## src/rtl/mastermind_pkg.sv

```systemverilog
// Shared types and default geometry for the Mastermind grader.
package mastermind_pkg;

    localparam int unsigned DEF_NUM_PEGS = 4;
    localparam int unsigned DEF_COLOR_W  = 3;

    typedef logic [DEF_COLOR_W-1:0] color_t;

    typedef enum logic [1:0] {
        IDLE  = 2'd0,
        SCAN  = 2'd1,
        TALLY = 2'd2,
        DONE  = 2'd3
    } state_e;

endpackage

```

## src/rtl/peg_histogram.sv

```systemverilog
// Per-colour occurrence counters: synchronous clear, increment at one index,
// combinational read at another index.
module peg_histogram #(
    parameter int unsigned COLOR_W = 3,
    parameter int unsigned CNT_W   = 3
) (
    input  logic               clock,
    input  logic               reset,
    input  logic               clr_i,
    input  logic               inc_i,
    input  logic [COLOR_W-1:0] inc_idx_i,
    input  logic [COLOR_W-1:0] rd_idx_i,
    output logic [CNT_W-1:0]   rd_cnt_o
);

    localparam int unsigned NUM_COLORS = 2**COLOR_W;

    logic [CNT_W-1:0] cnt_q [NUM_COLORS];
    logic [CNT_W-1:0] cnt_d [NUM_COLORS];

    assign rd_cnt_o = cnt_q[rd_idx_i];

    // Next counter values: clear wins over increment.
    always_comb begin
        cnt_d = cnt_q;
        if (clr_i) begin
            for (int unsigned c = 0; c < NUM_COLORS; c++) begin
                cnt_d[c] = '0;
            end
        end else if (inc_i) begin
            cnt_d[inc_idx_i] = cnt_q[inc_idx_i] + CNT_W'(1);
        end
    end

    // Counter storage with asynchronous clear.
    always_ff @(posedge clock or posedge reset) begin
        if (reset) begin
            for (int unsigned c = 0; c < NUM_COLORS; c++) begin
                cnt_q[c] <= '0;
            end
        end else begin
            cnt_q <= cnt_d;
        end
    end

endmodule

```

## src/rtl/mastermind_grader_seq.sv

```systemverilog
// Sequential Mastermind grader: scans pegs one per cycle into guess/pattern
// colour histograms, then tallies white pegs one colour per cycle.
module mastermind_grader_seq
    import mastermind_pkg::*;
#(
    parameter  int unsigned NUM_PEGS   = DEF_NUM_PEGS,
    parameter  int unsigned COLOR_W    = DEF_COLOR_W,
    localparam int unsigned NUM_COLORS = 2**COLOR_W,
    localparam int unsigned CNT_W      = $clog2(NUM_PEGS + 1)
) (
    input  logic                        clock,
    input  logic                        reset,
    input  logic                        in_valid,
    output logic                        in_ready,
    input  logic [NUM_PEGS*COLOR_W-1:0] guess,
    input  logic [NUM_PEGS*COLOR_W-1:0] pattern,
    output logic                        out_valid,
    input  logic                        out_ready,
    output logic [CNT_W-1:0]            red,
    output logic [CNT_W-1:0]            white,
    output logic                        win
);

    localparam int unsigned IDX_W = (NUM_PEGS > 1) ? $clog2(NUM_PEGS) : 1;
    localparam int unsigned ROW_W = NUM_PEGS * COLOR_W;

    state_e             state_q, state_d;
    logic [ROW_W-1:0]   guess_q, guess_d;
    logic [ROW_W-1:0]   pattern_q, pattern_d;
    logic [IDX_W-1:0]   peg_q, peg_d;
    logic [COLOR_W-1:0] col_q, col_d;
    logic [CNT_W-1:0]   red_acc_q, red_acc_d;
    logic [CNT_W-1:0]   white_acc_q, white_acc_d;
    logic [CNT_W-1:0]   red_q, red_d;
    logic [CNT_W-1:0]   white_q, white_d;
    logic               win_q, win_d;

    logic               hist_clr, hist_inc;
    logic [COLOR_W-1:0] g_peg, p_peg;
    logic [CNT_W-1:0]   gcnt_rd, pcnt_rd, pair_min;

    assign g_peg    = guess_q[peg_q*COLOR_W +: COLOR_W];
    assign p_peg    = pattern_q[peg_q*COLOR_W +: COLOR_W];
    assign pair_min = (gcnt_rd < pcnt_rd) ? gcnt_rd : pcnt_rd;

    assign red   = red_q;
    assign white = white_q;
    assign win   = win_q;

    peg_histogram #(.COLOR_W(COLOR_W), .CNT_W(CNT_W)) u_guess_hist (
        .clock     (clock),
        .reset     (reset),
        .clr_i     (hist_clr),
        .inc_i     (hist_inc),
        .inc_idx_i (g_peg),
        .rd_idx_i  (col_q),
        .rd_cnt_o  (gcnt_rd)
    );

    peg_histogram #(.COLOR_W(COLOR_W), .CNT_W(CNT_W)) u_pattern_hist (
        .clock     (clock),
        .reset     (reset),
        .clr_i     (hist_clr),
        .inc_i     (hist_inc),
        .inc_idx_i (p_peg),
        .rd_idx_i  (col_q),
        .rd_cnt_o  (pcnt_rd)
    );

    // Next-state, accumulator updates and handshake outputs.
    always_comb begin
        state_d     = state_q;
        guess_d     = guess_q;
        pattern_d   = pattern_q;
        peg_d       = peg_q;
        col_d       = col_q;
        red_acc_d   = red_acc_q;
        white_acc_d = white_acc_q;
        red_d       = red_q;
        white_d     = white_q;
        win_d       = win_q;
        hist_clr    = 1'b0;
        hist_inc    = 1'b0;
        in_ready    = 1'b0;
        out_valid   = 1'b0;
        case (state_q)
            IDLE: begin
                in_ready = 1'b1;
                if (in_valid) begin
                    guess_d     = guess;
                    pattern_d   = pattern;
                    red_acc_d   = '0;
                    white_acc_d = '0;
                    hist_clr    = 1'b1;
                    peg_d       = '0;
                    state_d     = SCAN;
                end
            end
            SCAN: begin
                if (g_peg == p_peg) begin
                    red_acc_d = red_acc_q + CNT_W'(1);
                end else begin
                    hist_inc = 1'b1;
                end
                if (peg_q == IDX_W'(NUM_PEGS - 1)) begin
                    peg_d   = '0;
                    col_d   = '0;
                    state_d = TALLY;
                end else begin
                    peg_d = peg_q + IDX_W'(1);
                end
            end
            TALLY: begin
                white_acc_d = white_acc_q + pair_min;
                col_d       = col_q + COLOR_W'(1);
                if (col_q == '1) begin
                    red_d   = red_acc_q;
                    white_d = white_acc_d;
                    win_d   = (red_acc_q == CNT_W'(NUM_PEGS));
                    state_d = DONE;
                end
            end
            DONE: begin
                out_valid = 1'b1;
                if (out_ready) begin
                    state_d = IDLE;
                end
            end
            default: state_d = IDLE;
        endcase
    end

    // State, latched job and result registers with asynchronous clear.
    always_ff @(posedge clock or posedge reset) begin
        if (reset) begin
            state_q     <= IDLE;
            guess_q     <= '0;
            pattern_q   <= '0;
            peg_q       <= '0;
            col_q       <= '0;
            red_acc_q   <= '0;
            white_acc_q <= '0;
            red_q       <= '0;
            white_q     <= '0;
            win_q       <= 1'b0;
        end else begin
            state_q     <= state_d;
            guess_q     <= guess_d;
            pattern_q   <= pattern_d;
            peg_q       <= peg_d;
            col_q       <= col_d;
            red_acc_q   <= red_acc_d;
            white_acc_q <= white_acc_d;
            red_q       <= red_d;
            white_q     <= white_d;
            win_q       <= win_d;
        end
    end

endmodule

```

## config.mk

```make
export PLATFORM = sky130hd
export DESIGN_NAME = mastermind_grader_seq
export DESIGN_NICKNAME = d
export VERILOG_FILES = /design/src/rtl/mastermind_pkg.sv /design/src/rtl/peg_histogram.sv /design/src/rtl/mastermind_grader_seq.sv
export SDC_FILE = /design/constraint.sdc
export NUM_CORES = 1
export LEC_CHECK = 0
export BUFFER_PORTS_ARGS = -buffer_cell sky130_fd_sc_hd__buf_2
export CAP_MARGIN = 20
export CORE_ASPECT_RATIO = 0.5
export CORE_UTILIZATION = 30
export CTS_CLUSTER_SIZE = 20
export DETAILED_ROUTE_END_ITERATION = 10
export HOLD_SLACK_MARGIN = 0.1
export PLACE_DENSITY = 0.49
export SYNTH_ARGS = -nofsm -noshare
export SYNTH_HDL_FRONTEND = slang
export SYNTH_SLANG_ARGS = --single-unit
```

## constraint.sdc

```tcl
create_clock -name clock -period 5.7 [get_ports clock]
set_input_delay 0.285 -clock clock [delete_from_list [all_inputs] [get_ports clock]]
set_output_delay 0.285 -clock clock [all_outputs]
set_load 0.03 [all_outputs]
```

* After elaboration in Yosys (flattened, before gate mapping) *
Cells that the tools add are included.

word-level totals
  latch bits = 0
  memory bits (read-only) = 0
  word-level logic and storage cells = 113
  flip-flop bits (word level) = 92
  memories = 0
  output and inout bits = 9
  bits in writable memories = 0
  input port bits = 28

cells by class
  divide/modulo/power cells = 0
  multiplexer cells = 43
  reduce and logical (&&, ||, !) cells = 14
  $mul = 1
  shift operators = 2
  eq/ne operators = 12
  magnitude comparators = 6
  add/subtract/negate cells = 6
  bitwise operators = 3

operators with widths
  cell                   count
  $mux W24               4
  $bwmux W24             2
  $mux W3                14
  $bmux W3 S3            4
  $shiftx A12 B5 Y3      2
  $demux W3 S3           2
  $pmux W3 S2            3
  $add A3 B1 Y3 const B  4
  $ge A4 B4 Y1 const B   3
  $mux W2                6
  $not A3 Y4             3
  $ne A2 B2 Y1 const B   5
  $reduce_and A2 Y1      5
  $lt A4 B1 Y1 const B   2
  $pmux W2 S4            1
  $reduce_bool A2 Y1     4
  $eq A2 B2 Y1 const B   3
  $eq A3 B3 Y1 const B   2
  $mux W1                6
  $mul A2 B2 Y4 const B  1
  $pmux W2 S2            1
  $reduce_and A4 Y1      1
  $add A3 B3 Y3          1
  $eq A3 B3 Y1           1
  other kinds (6)        7

* Longest topological paths before layout *
Gate-level depths: netlist (run 1).

  word-level depth = 10
  depth in mapped cells = 16
  gate-level depth less buffers = 14

* Hierarchy *
Synthesis (run 1) repeated with hierarchy kept, for this count alone.

unflattened totals
  cell total of the unflattened synthesis = 482
  area, all modules = 5,298.8 µm²

by module, submodules not included
  module                 times used  cells an instance  seq. area each (µm²)  area an instance (µm²)
  peg_histogram          2           149                600.6                 1,519.0
  mastermind_grader_seq  1           184                1,101.1               2,260.9

* Least setup slack after synthesis (run 1) *
Ideal clock, no wire load.

  kind = register -> register
  start = reg col_q[0]
  end = reg white_acc_q[2]
  period minus slack after synthesis = 4,000 ps
  data required time = 5,579 ps
  buffers on the path = 2
  path slack = 1,700 ps
  setup time = 121 ps
  arrival = 3,879 ps
  stages on the path, launching flop included = 17
  cell sequence = dfrtp_1 > clkbuf_1 > buf_1 > mux4_2 > mux2i_1 > inv_1 > ha_1 > a21boi_0 > o21ai_0 > nand2b_1 > mux2i_1 > ha_1 > fa_1 > xnor2_1 > nor3_1 > a21o_1 > a22o_1

on the way
  cells in the longest elaborated chain, start to end = 8
  elaborated cells on any way between the ends = 11
  those cells by class = 1 x add/sub; 1 x order compare; 8 x mux; 1 x bitwise

ends and longest elaborated chain
  item                                         RTL line                      text
  start: declaration                           mastermind_grader_seq.sv:31   logic [COLOR_W-1:0] col_q, col_d;
  start signal: assignment                     mastermind_grader_seq.sv:151  col_q <= col_d;
  $not A3 Y4 (not written as such) (*)         peg_histogram.sv:21           assign rd_cnt_o = cnt_q[rd_idx_i];
  $bmux W3 S3                                  peg_histogram.sv:21
  $mux W3 (not written as such) (2 in series)  peg_histogram.sv:21
  $lt A3 B3 Y1                                 mastermind_grader_seq.sv:44   assign pair_min = (gcnt_rd < pcnt_rd) ? gcnt_rd : pcnt_rd;
  $mux W3 (*)                                  mastermind_grader_seq.sv:44
  $add A3 B3 Y3 (*)                            mastermind_grader_seq.sv:114  white_acc_d = white_acc_q + pair_min;
  $pmux W3 S2 (*)                              mastermind_grader_seq.sv:86   case (state_q)
  end signal: assignment                       mastermind_grader_seq.sv:153  white_acc_q <= white_acc_d;
  end: declaration                             mastermind_grader_seq.sv:33   logic [CNT_W-1:0] white_acc_q, white_acc_d;

Every way passes the cells marked *; elsewhere a longest branch is shown, timed or not. The select of a mux whose other input is x is not followed.
A chain may end at the register's enable or synchronous reset.

* Worst setup path after layout (run 1) *
Ends and elaborated chain as after synthesis.

==> results of run 1 <==
-- synthesized netlist by cell type, drive strengths merged (5+ instances only) --
cell    count  area share (%)
or3         6            0.72
o21ai      28             2.7
inv        13            0.94
ha         15             3.6
o31ai       8             1.2
nor3        6            0.58
nor2       39             2.8
buf        20             2.6
mux2        6             1.3
mux2i      52              10
nand2      96             6.9
dfrtp      92              44
clkbuf     19             1.4
mux4       20             8.8
a21oi       5            0.48
xnor2       5            0.84
nand3      27             2.7
nand2b      6            0.72
-- metrics by stage --
stage	util (%)	instances	total power, mW	hold WS, ns
floorplan	-	509	2.354	0.3904
global placement	32.87	736	2.697	0.3781
detailed placement	32.87	736	2.713	0.3841
CTS	34.76	753	3.334	0.1060
global route	34.76	753	3.562	0.1186
finish	34.76	753	3.293	0.1191
-- path summary, 6_finish.rpt --
| path | startpoint | to | slack [ns] | cells after the start |
|---|---|---|---|---|
| worst min register to register | win$_DFFE_PP0P_ | win$_DFFE_PP0P_ | 0.48 | 2 |
| worst min-delay path | pattern[0] | pattern_q[0]$_DFFE_PP0P_ | 0.12 | 3 |
| worst max-delay path | col_q[0]$_DFFE_PP0P_ | white_acc_q[2]$_DFFE_PP0P_ | 1.73 | 14 |
| worst max register to register | col_q[0]$_DFFE_PP0P_ | white_acc_q[2]$_DFFE_PP0P_ | 1.73 | 14 |
| max in group asynchronous | reset | white[2]$_DFFE_PP0P_ | 3.98 | 4 |
| min in group asynchronous | reset | pattern_q[0]$_DFFE_PP0P_ | 0.53 | 3 |
-- layout make-up --
| cell class | count | area, um2 |
|---|---|---|
| Fill cell | 1718 | 10880 |
| Multi-Input combinational cell | 365 | 2644 |
| Sequential cell | 92 | 2302 |
| Tap cell | 227 | 284.0 |
| Clock buffer | 9 | 225.2 |
| Timing Repair Buffer | 40 | 212.7 |
| Clock inverter | 7 | 80.08 |
| Inverter | 13 | 50.05 |
-- kinds of logic (layout without fill, tap and decap cells) --
group           after synthesis  after routing  share of synthesized area, %
compound gates               64             64                         7.985
xor+xnor                      7              7                         1.323
fa+ha+maj                    16             16                         3.992
buf+inv                      52             69                         4.954
flops                        92             92                         44.25
mux                          78             78                         20.35
simple gates                200            200                         17.15
-- power breakdown --
| group | total (mW) | internal [mW] | switching [mW] |
|---|---|---|---|
| clock network | 0.607 | 0.312 | 0.294 |
| registers | 1.10 | 0.865 | 0.231 |
| logic | 1.59 | 0.624 | 0.967 |
-- flip-flops by register name (all words and copies together), names as in the netlist --
register              count
state_q                   2
red_acc_q                 3
u_guess_hist.cnt_q       24
col_q                     3
white_acc_q               3
red                       3
guess_q                  12
peg_q                     2
win                       1
u_pattern_hist.cnt_q     24
pattern_q                12
white                     3
-- layout by cell type (no fill, tap or decap), types with 2 or more instances in the layout --
master and count:
sky130_fd_sc_hd__xnor2_1 5, sky130_fd_sc_hd__nor2b_1 4, sky130_fd_sc_hd__nor3b_1 2, sky130_fd_sc_hd__clkinv_8 2
sky130_fd_sc_hd__o31ai_1 8, sky130_fd_sc_hd__nand2b_1 6, sky130_fd_sc_hd__buf_4 3, sky130_fd_sc_hd__buf_2 36
sky130_fd_sc_hd__and2_1 2, sky130_fd_sc_hd__a31oi_1 2, sky130_fd_sc_hd__inv_1 12, sky130_fd_sc_hd__nand4_1 4
sky130_fd_sc_hd__mux2i_1 51, sky130_fd_sc_hd__nand2_1 96, sky130_fd_sc_hd__a21oi_1 5, sky130_fd_sc_hd__o21ai_0 26
sky130_fd_sc_hd__clkbuf_16 9, sky130_fd_sc_hd__a32o_1 4, sky130_fd_sc_hd__nor3_1 6, sky130_fd_sc_hd__or3_1 6
sky130_fd_sc_hd__nand3b_1 4, sky130_fd_sc_hd__nor2_1 39, sky130_fd_sc_hd__ha_1 15, sky130_fd_sc_hd__o21ai_1 2
sky130_fd_sc_hd__o22ai_1 3, sky130_fd_sc_hd__a22o_1 3, sky130_fd_sc_hd__a22oi_1 2, sky130_fd_sc_hd__nand3_1 26
sky130_fd_sc_hd__mux4_1 2, sky130_fd_sc_hd__a211oi_1 2, sky130_fd_sc_hd__mux2_2 6, sky130_fd_sc_hd__inv_8 2
sky130_fd_sc_hd__mux4_2 18, sky130_fd_sc_hd__dfrtp_1 92
-- critical path: stages, from the launching register on --
cell	delay, ns
sky130_fd_sc_hd__dfrtp_1	0.90
sky130_fd_sc_hd__mux4_2	0.59
sky130_fd_sc_hd__mux2i_1	0.18
sky130_fd_sc_hd__inv_1	0.07
sky130_fd_sc_hd__ha_1	0.28
sky130_fd_sc_hd__a21boi_0	0.12
sky130_fd_sc_hd__o21ai_0	0.17
sky130_fd_sc_hd__nand2b_1	0.12
sky130_fd_sc_hd__mux2i_1	0.14
sky130_fd_sc_hd__ha_1	0.20
sky130_fd_sc_hd__fa_1	0.38
sky130_fd_sc_hd__xnor2_1	0.28
sky130_fd_sc_hd__nor3_1	0.09
sky130_fd_sc_hd__a21o_1	0.17
sky130_fd_sc_hd__a22o_1	0.17
-- per-layer routing --
metal  vias to the layer above  GRT usage, %
met5                         -             0
met4                         0         2.710
met3                         4         3.276
met2                        78         22.36
met1                      1812         22.24
li1                       1814             -
==> results by group, run 1 <==
CTS
  • Clock transition time at the flip-flop clock pins of the worst setup and hold paths: 0.08 ns
  • Setup fix buffers added after clock tree synthesis: 0
  • Count of hold-fix buffers inserted at cts: 1
  • H-tree lvl count: 3
  • Number of buffers created by CTS: 9
  • CTS max path bufs: 2
  • Post-CTS sizing: 0
  • Clock tree from TritonCTS: built
  • Number of clock sinks: 92
  • Master cell of the clock root buffer: sky130_fd_sc_hd__clkbuf_16
  • Skew-Pair Late Insertion Delay: 0.35 ns

Run status
  • Result of the run: finished clean

Yosys
  • Netlist Area Pre-Place: 5202 um2
  • Sequential share of the synthesized area: 44.25%
  • Synth async-reset ratio: 100.0%
  • Synthesized Nets: 553
  • Synthesized instance count: 509
  • Post-synthesis sequential element count: 92
  • Syn avg cell area: 10.22 um2
  • Number of synthesized flops with an enable pin: 0
  • Distinct cells, synth: 49
  • Post-synth top flop: sky130_fd_sc_hd__dfrtp_1
  • Number of warnings issued by yosys: 0

GRT
  • Via count of the first global-routing pass: 3712
  • GRT overflow: 0
  • Largest net degree at the start of global routing: 61
  • Total track usage: 14.99%
  • Antenna violations before repair: 0
  • Global-route wire length before repair: 20.73 mm

Floorplan
  • Die ar.: 17900 um2
  • Die height: 95.12 um
  • Placement Rows: 33
  • Horizontal extent of the die: 188.2 um
  • Effective utilization at floorplan: 31.19%
  • IO Pins: 37
  • Core region area: 16680 um2

Timing
  • Final Hold Violating Endpoints: 0
  • Share of the clock period used by the worst path: 69.61%
  • Max-slew headroom: 43.69%
  • Setup Viol. Count Final: 0
  • Worst setup margin: 1.732 ns
  • Total count of max-transition violations in the final report: 0
  • Final min period: 3.968 ns
  • Worst slew pin tran: 0.8447 ns
  • Total negative slack for setup checks: 0 ns
  • Achievable clock frequency: 252.0 MHz
  • RSZ-0062 raised after global routing: false
  • Clock tree skew after final layout: 0.01108 ns

Power
  • Power density over the cells: 568.0 nW/um2
  • Leakage power of the design: 2.835 nW
  • Worst VDD drop: 0.2203 mV

Final layout
  • Number of diodes added for antenna fixing: 0
  • Area Growth Syn to Fin: 11.45%
  • Net count reported at finish: 565
  • Cell area after layout: 5798 um2
  • Fraction of final layout cells with drive strength greater than 1: 16.35%

Route
  • Via density per instance: 4.924
  • Wire length on met3: 552 um
  • DR vias: 3708
  • Uppermost signal routing layer after detailed routing: met4
  • M1 WL: 6.458 mm
  • TritonRoute pass-1 iters: 4
  • Number of routed nets with antenna violations: 0
  • Total met2 wirelength after detailed routing: 5.476 mm
  • Total DRC errors in the routed layout: 0
  • Total wire length: 12.55 mm
  • Routed wire length per instance: 16.67 um
  • Iteration-0 DRC Markers: 200

Run
  • Number of max-cap violations: 0

Worst setup path
  • Worst EP required: 5.93 ns
  • WS Path Type: reg2reg
  • Kind of capture point of the worst setup path: flip-flop
  • Maximum net fanout on the critical path: 16
  • Signal arrival time at the worst endpoint: 4.20 ns
  • Startpoint Class: flip-flop

Place
  • Quantity of I/O buffers inserted on ports: 36
  • Dpl cell area: 5483 um2
  • Pre-CTS setup slack: 1.635 ns
  • Post-DP HPWL: 8.896 mm
  • Final estimated routing congestion in global placement: 0.8151

Min path
  • Hold Crit Class: in2reg
Note: power is estimated with default switching activity, not from simulation.
==> inputs of run 2 (changes only) <==
--- a/config.mk
+++ b/config.mk
@@ -5,6 +5,7 @@
 export SDC_FILE = /design/constraint.sdc
 export NUM_CORES = 1
 export LEC_CHECK = 0
+export ABC_AREA = 1
 export BUFFER_PORTS_ARGS = -buffer_cell sky130_fd_sc_hd__buf_2
 export CAP_MARGIN = 20
 export CORE_ASPECT_RATIO = 0.5
@@ -12,7 +13,7 @@
 export CTS_CLUSTER_SIZE = 20
 export DETAILED_ROUTE_END_ITERATION = 10
 export HOLD_SLACK_MARGIN = 0.1
-export PLACE_DENSITY = 0.49
+export PLACE_DENSITY = 0.51
 export SYNTH_ARGS = -nofsm -noshare
 export SYNTH_HDL_FRONTEND = slang
 export SYNTH_SLANG_ARGS = --single-unit
==> constraint.sdc (replaced) <==
create_clock -name clock -period 3.2 [get_ports clock]
set_input_delay 0.16 -clock clock [delete_from_list [all_inputs] [get_ports clock]]
set_output_delay 0.16 -clock clock [all_outputs]
set_load 0.03 [all_outputs]
==> results by group, run 2 <==
Floorplan
  • Die ar.: 18890 um2
  • Core region area: 17650 um2
  • Effective utilization at floorplan: 31.12%
  • Placement Rows: 34
  • Horizontal extent of the die: 193.4 um
  • Die height: 97.69 um
  • IO Pins: 37

GRT
  • Antenna violations before repair: 0
  • GRT overflow: 0
  • Via count of the first global-routing pass: 4933
  • Global-route wire length before repair: 26.20 mm
  • Largest net degree at the start of global routing: 56
  • Total track usage: 17.62%

Final layout
  • Commonest non-fill, non-tap cells in the layout: sky130_fd_sc_hd__nand2_1 (210), sky130_fd_sc_hd__dfrtp_1 (90), sky130_fd_sc_hd__nand3_1 (83)
  • Area Growth Syn to Fin: 18.88%
  • Most common cell after layout, fill and taps aside: sky130_fd_sc_hd__nand2_1
  • Registers with the most flip-flops: u_guess_hist.cnt_q x24, u_pattern_hist.cnt_q x24
  • Net count reported at finish: 844
  • Number of diodes added for antenna fixing: 0
  • Non-filler instance count after layout: 1039
  • Fraction of final layout cells with drive strength greater than 1: 13.54%

CTS
  • Skew-Pair Late Insertion Delay: 0.36 ns
  • Setup fix buffers added after clock tree synthesis: 0
  • Master cell of the clock root buffer: sky130_fd_sc_hd__clkbuf_16
  • Clock transition time at the flip-flop clock pins of the worst setup and hold paths: 0.07 ns
  • H-tree lvl count: 3
  • Number of clock sinks: 92
  • Number of buffers created by CTS: 9
  • CTS max path bufs: 2
  • Clock tree from TritonCTS: built

Yosys
  • Post-synthesis sequential element count: 92
  • Leading post-synthesis cells by cell area: sky130_fd_sc_hd__dfrtp_1 (42%), sky130_fd_sc_hd__nand2_1 (14%), sky130_fd_sc_hd__nand3_1 (7.6%)
  • Synthesized Nets: 785
  • Sequential share of the synthesized area: 41.90%
  • Leading cell type by number of instances after synthesis: sky130_fd_sc_hd__nand2_1
  • Number of warnings issued by yosys: 0
  • Post-synth top area cell: sky130_fd_sc_hd__dfrtp_1
  • Syn avg cell area: 7.414 um2
  • Number of synthesized flops with an enable pin: 0
  • Synth async-reset ratio: 100.0%
  • Synthesized instance count: 741
  • Netlist Area Pre-Place: 5494 um2
  • Leading cell types by count after synthesis: sky130_fd_sc_hd__nand2_1 (211), sky130_fd_sc_hd__dfrtp_1 (92), sky130_fd_sc_hd__nand3_1 (83)
  • Area share of the leading cell type in the synthesized netlist: 41.90%
  • Post-synth top flop: sky130_fd_sc_hd__dfrtp_1
  • Distinct cells, synth: 36

Timing
  • RSZ-0062 raised after global routing: false
  • Final Hold Violating Endpoints: 0
  • Achievable clock frequency: 338.8 MHz
  • Total count of max-transition violations in the final report: 0
  • Setup Viol. Count Final: 0
  • Share of the clock period used by the worst path: 92.23%
  • Total negative slack for setup checks: 0 ns
  • Max-slew headroom: 43.29%
  • Clock tree skew after final layout: 0.01193 ns
  • Worst slew pin tran: 0.8498 ns
  • Final min period: 2.951 ns
  • Post-route worst hold slack: 0.3297 ns

Route
  • DR vias: 5223
  • Total DRC errors in the routed layout: 1
  • TritonRoute pass-1 iters: 8
  • Number of routed nets with antenna violations: 0
  • Total wire length: 15.59 mm
  • Routed wire length per instance: 15.01 um
  • Iteration-0 DRC Markers: 294
  • Via density per instance: 5.027

Place
  • Placed insts: 998
  • Post-DP HPWL: 11.25 mm
  • Quantity of I/O buffers inserted on ports: 36
  • Final estimated routing congestion in global placement: 0.9071

Power
  • Final Power: 7.603 mW
  • Worst VDD drop: 0.4068 mV
  • Leakage power of the design: 3.114 nW
  • Power density over the cells: 1164 nW/um2

Min path
  • Instance count along the most critical hold path: 4
  • Hold Crit Class: in2reg

Worst setup path
  • Worst EP required: 3.42 ns
  • Kind of capture point of the worst setup path: flip-flop
  • WS Path Type: reg2reg
  • Startpoint Class: flip-flop
  • Signal arrival time at the worst endpoint: 3.17 ns
  • Maximum net fanout on the critical path: 9
  • Number of cells on the worst reg-to-reg path: 14

Run status
  • Failing checks: design-rule violations
  • Result of the run: finished with violations

Run
  • Number of max-cap violations: 0
[run 2: changes by cell type in the layout (fill, tap and decap cells not counted), moves of 8 or more]
cell / delta
sky130_fd_sc_hd__o21ai_0: +26
sky130_fd_sc_hd__a21oi_1: +11
sky130_fd_sc_hd__o31ai_1: -8
sky130_fd_sc_hd__o21ai_1: +32
sky130_fd_sc_hd__nand2_1: +114
sky130_fd_sc_hd__nand3_1: +57
sky130_fd_sc_hd__inv_1: +47
sky130_fd_sc_hd__mux2i_1: -51
sky130_fd_sc_hd__dlygate4sd3_1: +24
sky130_fd_sc_hd__nand4_1: +29
sky130_fd_sc_hd__nand3_2: +14
sky130_fd_sc_hd__mux4_2: -18
sky130_fd_sc_hd__buf_4: +17
[run 2: path summary, 6_finish.rpt]
kind / startpoint / to / slack, ns
setup reg to reg: col_q[1]$_DFFE_PP0P_ / white[2]$_DFFE_PP0P_ / 0.25
min in group asynchronous: reset / u_guess_hist.cnt_q[18]$_DFFE_PP0P_ / 0.43
setup / recovery: col_q[1]$_DFFE_PP0P_ / white[2]$_DFFE_PP0P_ / 0.25
hold reg to reg: win$_DFFE_PP0P_ / win$_DFFE_PP0P_ / 0.48
hold / removal: in_valid / u_guess_hist.cnt_q[3]$_DFFE_PP0P_ / 0.33
max in group asynchronous: reset / peg_q[0]$_DFFE_PP0P_ / 2.03
[run 2: layer usage]
layer / vias to the layer above / part of all wire [%] / track usage (%)
met2: 135 / 41 / 25.56
met4: 0 / 0.72 / 3.323
met3: 11 / 6.5 / 4.790
li1: 2609 / - / -
met1: 2468 / 52 / 25.98
met5: - / 0 / 0
[run 2: kinds of logic after synthesis]
| kind of cell | synth area share (%) |
|---|---|
| compound gates | 11.59 |
| mux | 0.2050 |
| fa+ha+maj | 3.780 |
| simple gates | 33.93 |
| buf+inv | 7.948 |
| xor+xnor | 0.6378 |
| flops | 41.90 |
[run 2: report_power, final]
group          leakage (nW)  switching (mW)  total, mW  internal (mW)
registers              1.22           0.383       1.98           1.60
clock network         0.142           0.498       1.11          0.610
logic                  1.75            3.12       4.51           1.39
total                  3.11            4.00       7.60           3.60
[run 2: through the flow]
step / setup slack [ns] / area (um2) / util (%)
after floorplan: 0.2006 / 5494 / -
after global placement: 0.3381 / 5973 / 33.83
after detailed placement: 0.2231 / 5973 / 33.83
after CTS: 0.1928 / 6525 / 36.96
after global routing: 0.0002116 / 6531 / 37.00
final: 0.2485 / 6531 / 37.00
[run 2: area by class of cell]
| type | count | area, um2 |
|---|---|---|
| fillers | 1866 | 11120 |
| multi-input cells | 549 | 2758 |
| flip-flops and latches | 92 | 2305 |
| repair buffers | 83 | 620.6 |
| well taps | 234 | 292.8 |
| inverters | 65 | 254.0 |
| clock buffers | 9 | 225.2 |
| clock inverters | 7 | 76.32 |
[run 2: worst max-delay path: stages, from the launching register on]
cell and delay [ns]:
sky130_fd_sc_hd__dfrtp_2 0.46, sky130_fd_sc_hd__buf_4 0.20, sky130_fd_sc_hd__o21ai_0 0.09, sky130_fd_sc_hd__o22ai_1 0.16
sky130_fd_sc_hd__nor2_1 0.06, sky130_fd_sc_hd__a31oi_1 0.22, sky130_fd_sc_hd__ha_1 0.29, sky130_fd_sc_hd__a21oi_1 0.24
sky130_fd_sc_hd__nand2_1 0.11, sky130_fd_sc_hd__nand2_1 0.06, sky130_fd_sc_hd__nand2_1 0.06, sky130_fd_sc_hd__ha_1 0.20
sky130_fd_sc_hd__fa_1 0.38, sky130_fd_sc_hd__xor2_1 0.19, sky130_fd_sc_hd__o21ai_0 0.09
[run 2: repair_timing]
action                                 in CTS  in global routing
hold buffers                               25                  0
endpoints found under the hold margin      61                  0
resized for setup                           0                  3
setup endpoints to repair                   0                  5
